`config.mk`:
```
export PLATFORM = sky130hd
export DESIGN_NAME = branch_predictor
export DESIGN_NICKNAME = d
export VERILOG_FILES = /design/src/rtl/branch_predictor.sv
export SDC_FILE = /design/constraint.sdc
export NUM_CORES = 2
export LEC_CHECK = 0
export BUFFER_PORTS_ARGS = -buffer_cell sky130_fd_sc_hd__buf_4
export CORE_UTILIZATION = 40
export DETAILED_ROUTE_END_ITERATION = 10
export PLACE_DENSITY = 0.59
export SKIP_CTS_REPAIR_TIMING = 1
export SLEW_MARGIN = 20
export SYNTH_ARGS = -nofsm -noshare
export SYNTH_HDL_FRONTEND = slang
export SYNTH_SLANG_ARGS = --single-unit
```
`constraint.sdc`:
```
create_clock -name clk -period 5.85 [get_ports clk]
set_clock_uncertainty 0.05 [all_clocks]
set_input_delay 0.585 -clock clk [delete_from_list [all_inputs] [get_ports clk]]
set_output_delay 0.585 -clock clk [all_outputs]
set_load 0.1 [all_outputs]
```
`src/rtl/branch_predictor.sv`:
```
// Fetch-stage dynamic branch predictor.
// A direct-mapped table of 2-bit saturating counters with tags and targets.
// Lookup is combinational from the fetch PC. Training comes from branches
// resolved in the execute stage and takes effect one cycle later.
// Two 32-bit counters track resolved branches and mispredictions.
module branch_predictor #(
    parameter int XLEN       = 32,
    parameter int INDEX_BITS = 4
) (
    input  logic            clk,
    input  logic            reset,
    input  logic [XLEN-1:0] PCF,
    output logic            PredictTaken_F,
    output logic [XLEN-1:0] PredictedTarget_F,
    input  logic            ResolveValid_E,
    input  logic [XLEN-1:0] PC_E,
    input  logic            ActualTaken_E,
    input  logic [XLEN-1:0] ActualTarget_E,
    input  logic            PredictedTaken_E,
    input  logic [XLEN-1:0] PredictedTarget_E,
    output logic            Mispredict_E,
    output logic [XLEN-1:0] Redirect_E,
    output logic [31:0]     BranchCount,
    output logic [31:0]     MispredictCount
);

    localparam int ENTRIES  = 1 << INDEX_BITS;
    localparam int TAG_BITS = XLEN - INDEX_BITS - 2;

    // Flattened views of the per-entry state, for indexed reads
    logic [ENTRIES-1:0]  valid_vec;
    logic [1:0]          ctr_vec    [ENTRIES];
    logic [TAG_BITS-1:0] tag_vec    [ENTRIES];
    logic [XLEN-1:0]     target_vec [ENTRIES];

    // Fetch-side lookup fields
    logic [INDEX_BITS-1:0] f_index;
    logic [TAG_BITS-1:0]   f_tag;
    logic                  f_hit;

    // Execute-side training fields
    logic [INDEX_BITS-1:0] e_index;
    logic [TAG_BITS-1:0]   e_tag;
    logic                  e_hit;
    logic [1:0]            e_ctr;
    logic [1:0]            e_ctr_next;
    logic                  resolve_en;
    logic                  update_hit;
    logic                  alloc;
    logic                  wrong_dir;
    logic                  wrong_tgt;

    logic [31:0] branch_count_reg;
    logic [31:0] mispredict_count_reg;

    assign f_index = PCF[INDEX_BITS+1:2];
    assign f_tag   = PCF[XLEN-1:INDEX_BITS+2];
    assign e_index = PC_E[INDEX_BITS+1:2];
    assign e_tag   = PC_E[XLEN-1:INDEX_BITS+2];

    // A resolution presented while reset is high is discarded entirely
    assign resolve_en = ResolveValid_E && !reset;

    // Prediction reads the current (pre-update) table; no bypass from training
    always_comb begin
        f_hit             = valid_vec[f_index] && (tag_vec[f_index] == f_tag);
        PredictTaken_F    = !reset && f_hit && ctr_vec[f_index][1];
        PredictedTarget_F = PredictTaken_F ? target_vec[f_index] : PCF + XLEN'(4);
    end

    // Misprediction check: wrong direction, or right direction with wrong target
    always_comb begin
        wrong_dir    = PredictedTaken_E != ActualTaken_E;
        wrong_tgt    = ActualTaken_E && PredictedTaken_E && (PredictedTarget_E != ActualTarget_E);
        Mispredict_E = resolve_en && (wrong_dir || wrong_tgt);
        Redirect_E   = ActualTaken_E ? ActualTarget_E : PC_E + XLEN'(4);
    end

    // Saturating counter step and training decision for the resolving entry
    always_comb begin
        e_hit = valid_vec[e_index] && (tag_vec[e_index] == e_tag);
        e_ctr = ctr_vec[e_index];
        if (ActualTaken_E) begin
            e_ctr_next = (e_ctr == 2'b11) ? 2'b11 : e_ctr + 2'd1;
        end else begin
            e_ctr_next = (e_ctr == 2'b00) ? 2'b00 : e_ctr - 2'd1;
        end
        update_hit = resolve_en && e_hit;
        alloc      = resolve_en && !e_hit && ActualTaken_E;
    end

    // One register slice per table entry; only the addressed entry trains
    generate
        for (genvar gi = 0; gi < ENTRIES; gi++) begin : g_entry
            logic                valid_reg;
            logic [1:0]          ctr_reg;
            logic [TAG_BITS-1:0] tag_reg;
            logic [XLEN-1:0]     target_reg;
            logic                sel;

            assign sel = (e_index == INDEX_BITS'(gi));

            // Valid bit and counter: cleared to invalid / weakly-not-taken on reset
            always_ff @(posedge clk) begin
                if (reset) begin
                    valid_reg <= 1'b0;
                    ctr_reg   <= 2'b01;
                end else if (sel && update_hit) begin
                    ctr_reg <= e_ctr_next;
                end else if (sel && alloc) begin
                    valid_reg <= 1'b1;
                    ctr_reg   <= 2'b10;
                end
            end

            // Tag and target are only meaningful when valid, so they carry no reset
            always_ff @(posedge clk) begin
                if (!reset && sel && (update_hit || alloc) && ActualTaken_E) begin
                    tag_reg    <= e_tag;
                    target_reg <= ActualTarget_E;
                end
            end

            assign valid_vec[gi]  = valid_reg;
            assign ctr_vec[gi]    = ctr_reg;
            assign tag_vec[gi]    = tag_reg;
            assign target_vec[gi] = target_reg;
        end
    endgenerate

    // Performance counters, free-running and wrapping
    always_ff @(posedge clk) begin
        if (reset) begin
            branch_count_reg     <= '0;
            mispredict_count_reg <= '0;
        end else begin
            if (resolve_en) begin
                branch_count_reg <= branch_count_reg + 32'd1;
            end
            if (Mispredict_E) begin
                mispredict_count_reg <= mispredict_count_reg + 32'd1;
            end
        end
    end

    assign BranchCount     = branch_count_reg;
    assign MispredictCount = mispredict_count_reg;

endmodule

```
==> results.sh <==
export IMPL_syn_area_um2=46600
export IMPL_setup_tns_after_final_layout_ps=0
export IMPL_timing_critical_path_required_ps=5220
export IMPL_design_portCount=263
export IMPL_critical_path_max_fanout=66
export IMPL_synth_lib_cells_used_distinct=64
export IMPL_fmax_mhz=191
export IMPL_yosysWarnings=0
export IMPL_antenna_found_initial=12
export IMPL_maxCapViolations=0
export IMPL_max_ir_drop_vdd_v=0.000250
export IMPL_pwr_density_cell_nw_per_um2=305
export IMPL_whs_ps=126
export IMPL_timing_final_crit_share=0.893
export IMPL_status="complete, no violations"
export IMPL_worst_setup_hold_path_clk_slew_ps=60
export IMPL_post_route_drc_violation_count=0
export IMPL_synth_async_sr_flop_share=0
export IMPL_worst_setup_end_kind="primary output"
export IMPL_final_routed_wire_length_divided_by_cell_count_um=31.6
export IMPL_final_layout_size_suffix_gt1_frac=0.300
export IMPL_drt_total_wl_um=146000
export IMPL_synth_enable_flop_cells=928
export IMPL_n_fill_cell=9651
export IMPL_grt_use_total=0.246
export IMPL_timing_final_crit_period_ps=5230
export IMPL_cts_sink_count=1040
export IMPL_worst_slew_pin_transition_ps=1060
export IMPL_design_core_area_um2=115000
export IMPL_total_leakage_power_nw=17.6
export IMPL_routed_via_count=28200
export IMPL_cts_tree="done"
export IMPL_post_synth_inst_count=2721
export IMPL_synth_seq_cells=1040
export IMPL_post_dp_cell_area_um2=50700
export IMPL_synth_area_per_cell_um2=17.1
export IMPL_flip_flop_count_of_the_largest_register_all_copies_and_words_added=512
export IMPL_drt_antenna_violating_nets=0
export IMPL_h_tree_level_count=3
export IMPL_synth_common_cells="sky130_fd_sc_hd__edfxtp_1 (928), sky130_fd_sc_hd__mux4_2 (365), sky130_fd_sc_hd__nor2_1 (135)"
export IMPL_stdcell_area_um2=54200
export IMPL_firstDrtPassIters=5
export IMPL_timing_final_hold_violations=0
export IMPL_arrival_ps=4590
export IMPL_area_growth_synth_to_final_pct=16.3
export IMPL_clock_tree_root_cell="sky130_fd_sc_hd__clkbuf_16"
export IMPL_pin_count_of_the_biggest_net_entering_global_routing=120
export IMPL_die_w_um=343
export IMPL_final_weighted_congestion_of_routability_driven_global_placement=0.929
export IMPL_tritoncts_num_buffers=107
export IMPL_synthTopCellsByArea="sky130_fd_sc_hd__edfxtp_1 (60%), sky130_fd_sc_hd__mux4_2 (18%), sky130_fd_sc_hd__dfxtp_1 (4.8%)"
export IMPL_cts_root_to_sink_buffers=3
export IMPL_grt_pass1_vias=28300
export IMPL_setup_repair_after_global_routing_missed_its_margin="false"
export IMPL_report_power_total_w=0.0165
export IMPL_crit_path_start_kind="input pin"
export IMPL_synth_area_leader_cell="sky130_fd_sc_hd__edfxtp_1"
export IMPL_nNetsFinal=3144
export IMPL_yosysMostFrequentCell="sky130_fd_sc_hd__edfxtp_1"
export IMPL_synth_largest_type_area_fraction=0.598
export IMPL_initialDrtViolationCount=3352
export IMPL_row_count=124
export IMPL_timing_max_slew_rel_slack=0.291
export IMPL_setup_violations_final=0
export IMPL_global_route_wire_length_before_repair_um=206000
export IMPL_die_y_um=343
export IMPL_dieArea_um2=118000
export IMPL_finalMaxSlewViolations=0
export IMPL_synth_nets=2862
export IMPL_overflow=0
export IMPL_clock_latency_reported_for_the_late_side_of_the_worst_skew_pair_ps=700
export IMPL_yosys_most_used_dff="sky130_fd_sc_hd__edfxtp_1"
export IMPL_port_buffer_count=262
export IMPL_critical_setup_path_class="input pin to primary output"
export IMPL_post_dp_hpwl_um=90900
export IMPL_routed_via_density=6.11
export IMPL_synth_seq_area_share=0.646
export IMPL_initial_utilization=0.405
export IMPL_min_delay_path_class="input pin to flop"
## where the power goes
part	switching (W)	internal (W)
sequential	0.0000208	0.00813
clock	0.00290	0.00390
combinational	0.00103	0.000533
## per-stage QoR
| stage | utilization | instances | setup WS [ps] |
|---|---|---|---|
| after floorplan | - | 2721 | 151 |
| after global placement | 0.441 | 4406 | 686 |
| after detailed placement | 0.441 | 4406 | 673 |
| after CTS | 0.471 | 4606 | 683 |
| after global routing | 0.471 | 4607 | 477 |
| final | 0.471 | 4609 | 624 |
## layout make-up
type,count,area [µm²],area share
antenna,3,7.51,0.000139
inverter,27,101,0.00187
clock inverter,71,654,0.0121
sequential,1040,30100,0.556
multi-input combinational,1485,15800,0.292
tap,1512,1890,0.0349
timing repair buffer,342,2820,0.0521
clock buffer,129,2800,0.0517
## logic make-up (layout without fill, tap and decap cells)
logic type | count (synthesis) | count (layout) | synth area share
buffers and inverters | 196 | 569 | 0.0180
adders and majority gates | 9 | 9 | 0.00236
other | 0 | 3 | 0
DFF | 1040 | 1040 | 0.646
and+or+nand+nor | 522 | 522 | 0.0548
AOI/OAI and AO/OA | 276 | 276 | 0.0392
xor gates and xnor gates | 186 | 186 | 0.0350
muxes | 492 | 492 | 0.205
## path summary, 6_finish.rpt
| path | start | endpoint | slack [ps] | cells past startpoint |
|---|---|---|---|---|
| hold reg to reg | g_entry[4].ctr_reg[1]$_SDFFE_PP0P_ | g_entry[4].ctr_reg[1]$_SDFFE_PP0P_ | 440 | 2 |
| setup / recovery | PCF[2] | PredictedTarget_F[2] | 620 | 12 |
| hold / removal | PC_E[21] | g_entry[10].tag_reg[15]$_DFFE_PP_ | 130 | 1 |
| setup reg to reg | g_entry[8].tag_reg[6]$_DFFE_PP_ | g_entry[15].ctr_reg[1]$_SDFFE_PP0P_ | 1490 | 12 |
## layer usage
| metal | wire [µm] | track usage |
|---|---|---|
| met4 | 3670 | 0.0723 |
| met1 | 57800 | 0.335 |
| met5 | 97 | 0 |
| met2 | 69500 | 0.395 |
| met3 | 14500 | 0.0533 |
## critical path, cell delays in order
cell                       delay (ps)
sky130_fd_sc_hd__buf_8            450
sky130_fd_sc_hd__buf_4            410
sky130_fd_sc_hd__mux4_2           560
sky130_fd_sc_hd__a22oi_1          200
sky130_fd_sc_hd__o21ai_0          360
sky130_fd_sc_hd__xor2_1           290
sky130_fd_sc_hd__nand4b_1         230
sky130_fd_sc_hd__nor4_1           220
sky130_fd_sc_hd__nand4_1          140
sky130_fd_sc_hd__buf_4            320
sky130_fd_sc_hd__mux2i_1          280
sky130_fd_sc_hd__buf_4            340
## cell usage in the layout, fill, tap and decap left out, types with 54 or more instances in the layout
cell type / instances
sky130_fd_sc_hd__edfxtp_1: 928
sky130_fd_sc_hd__mux4_2: 365
sky130_fd_sc_hd__buf_4: 320
sky130_fd_sc_hd__nand2_1: 134
sky130_fd_sc_hd__nor2_1: 120
sky130_fd_sc_hd__dfxtp_1: 112
sky130_fd_sc_hd__clkbuf_16: 109
sky130_fd_sc_hd__xor2_1: 99
sky130_fd_sc_hd__xnor2_1: 87
sky130_fd_sc_hd__mux2i_1: 85
sky130_fd_sc_hd__o21ai_0: 78
sky130_fd_sc_hd__nand3_1: 62
sky130_fd_sc_hd__a21oi_1: 54
(Power assumes the default switching activity.)
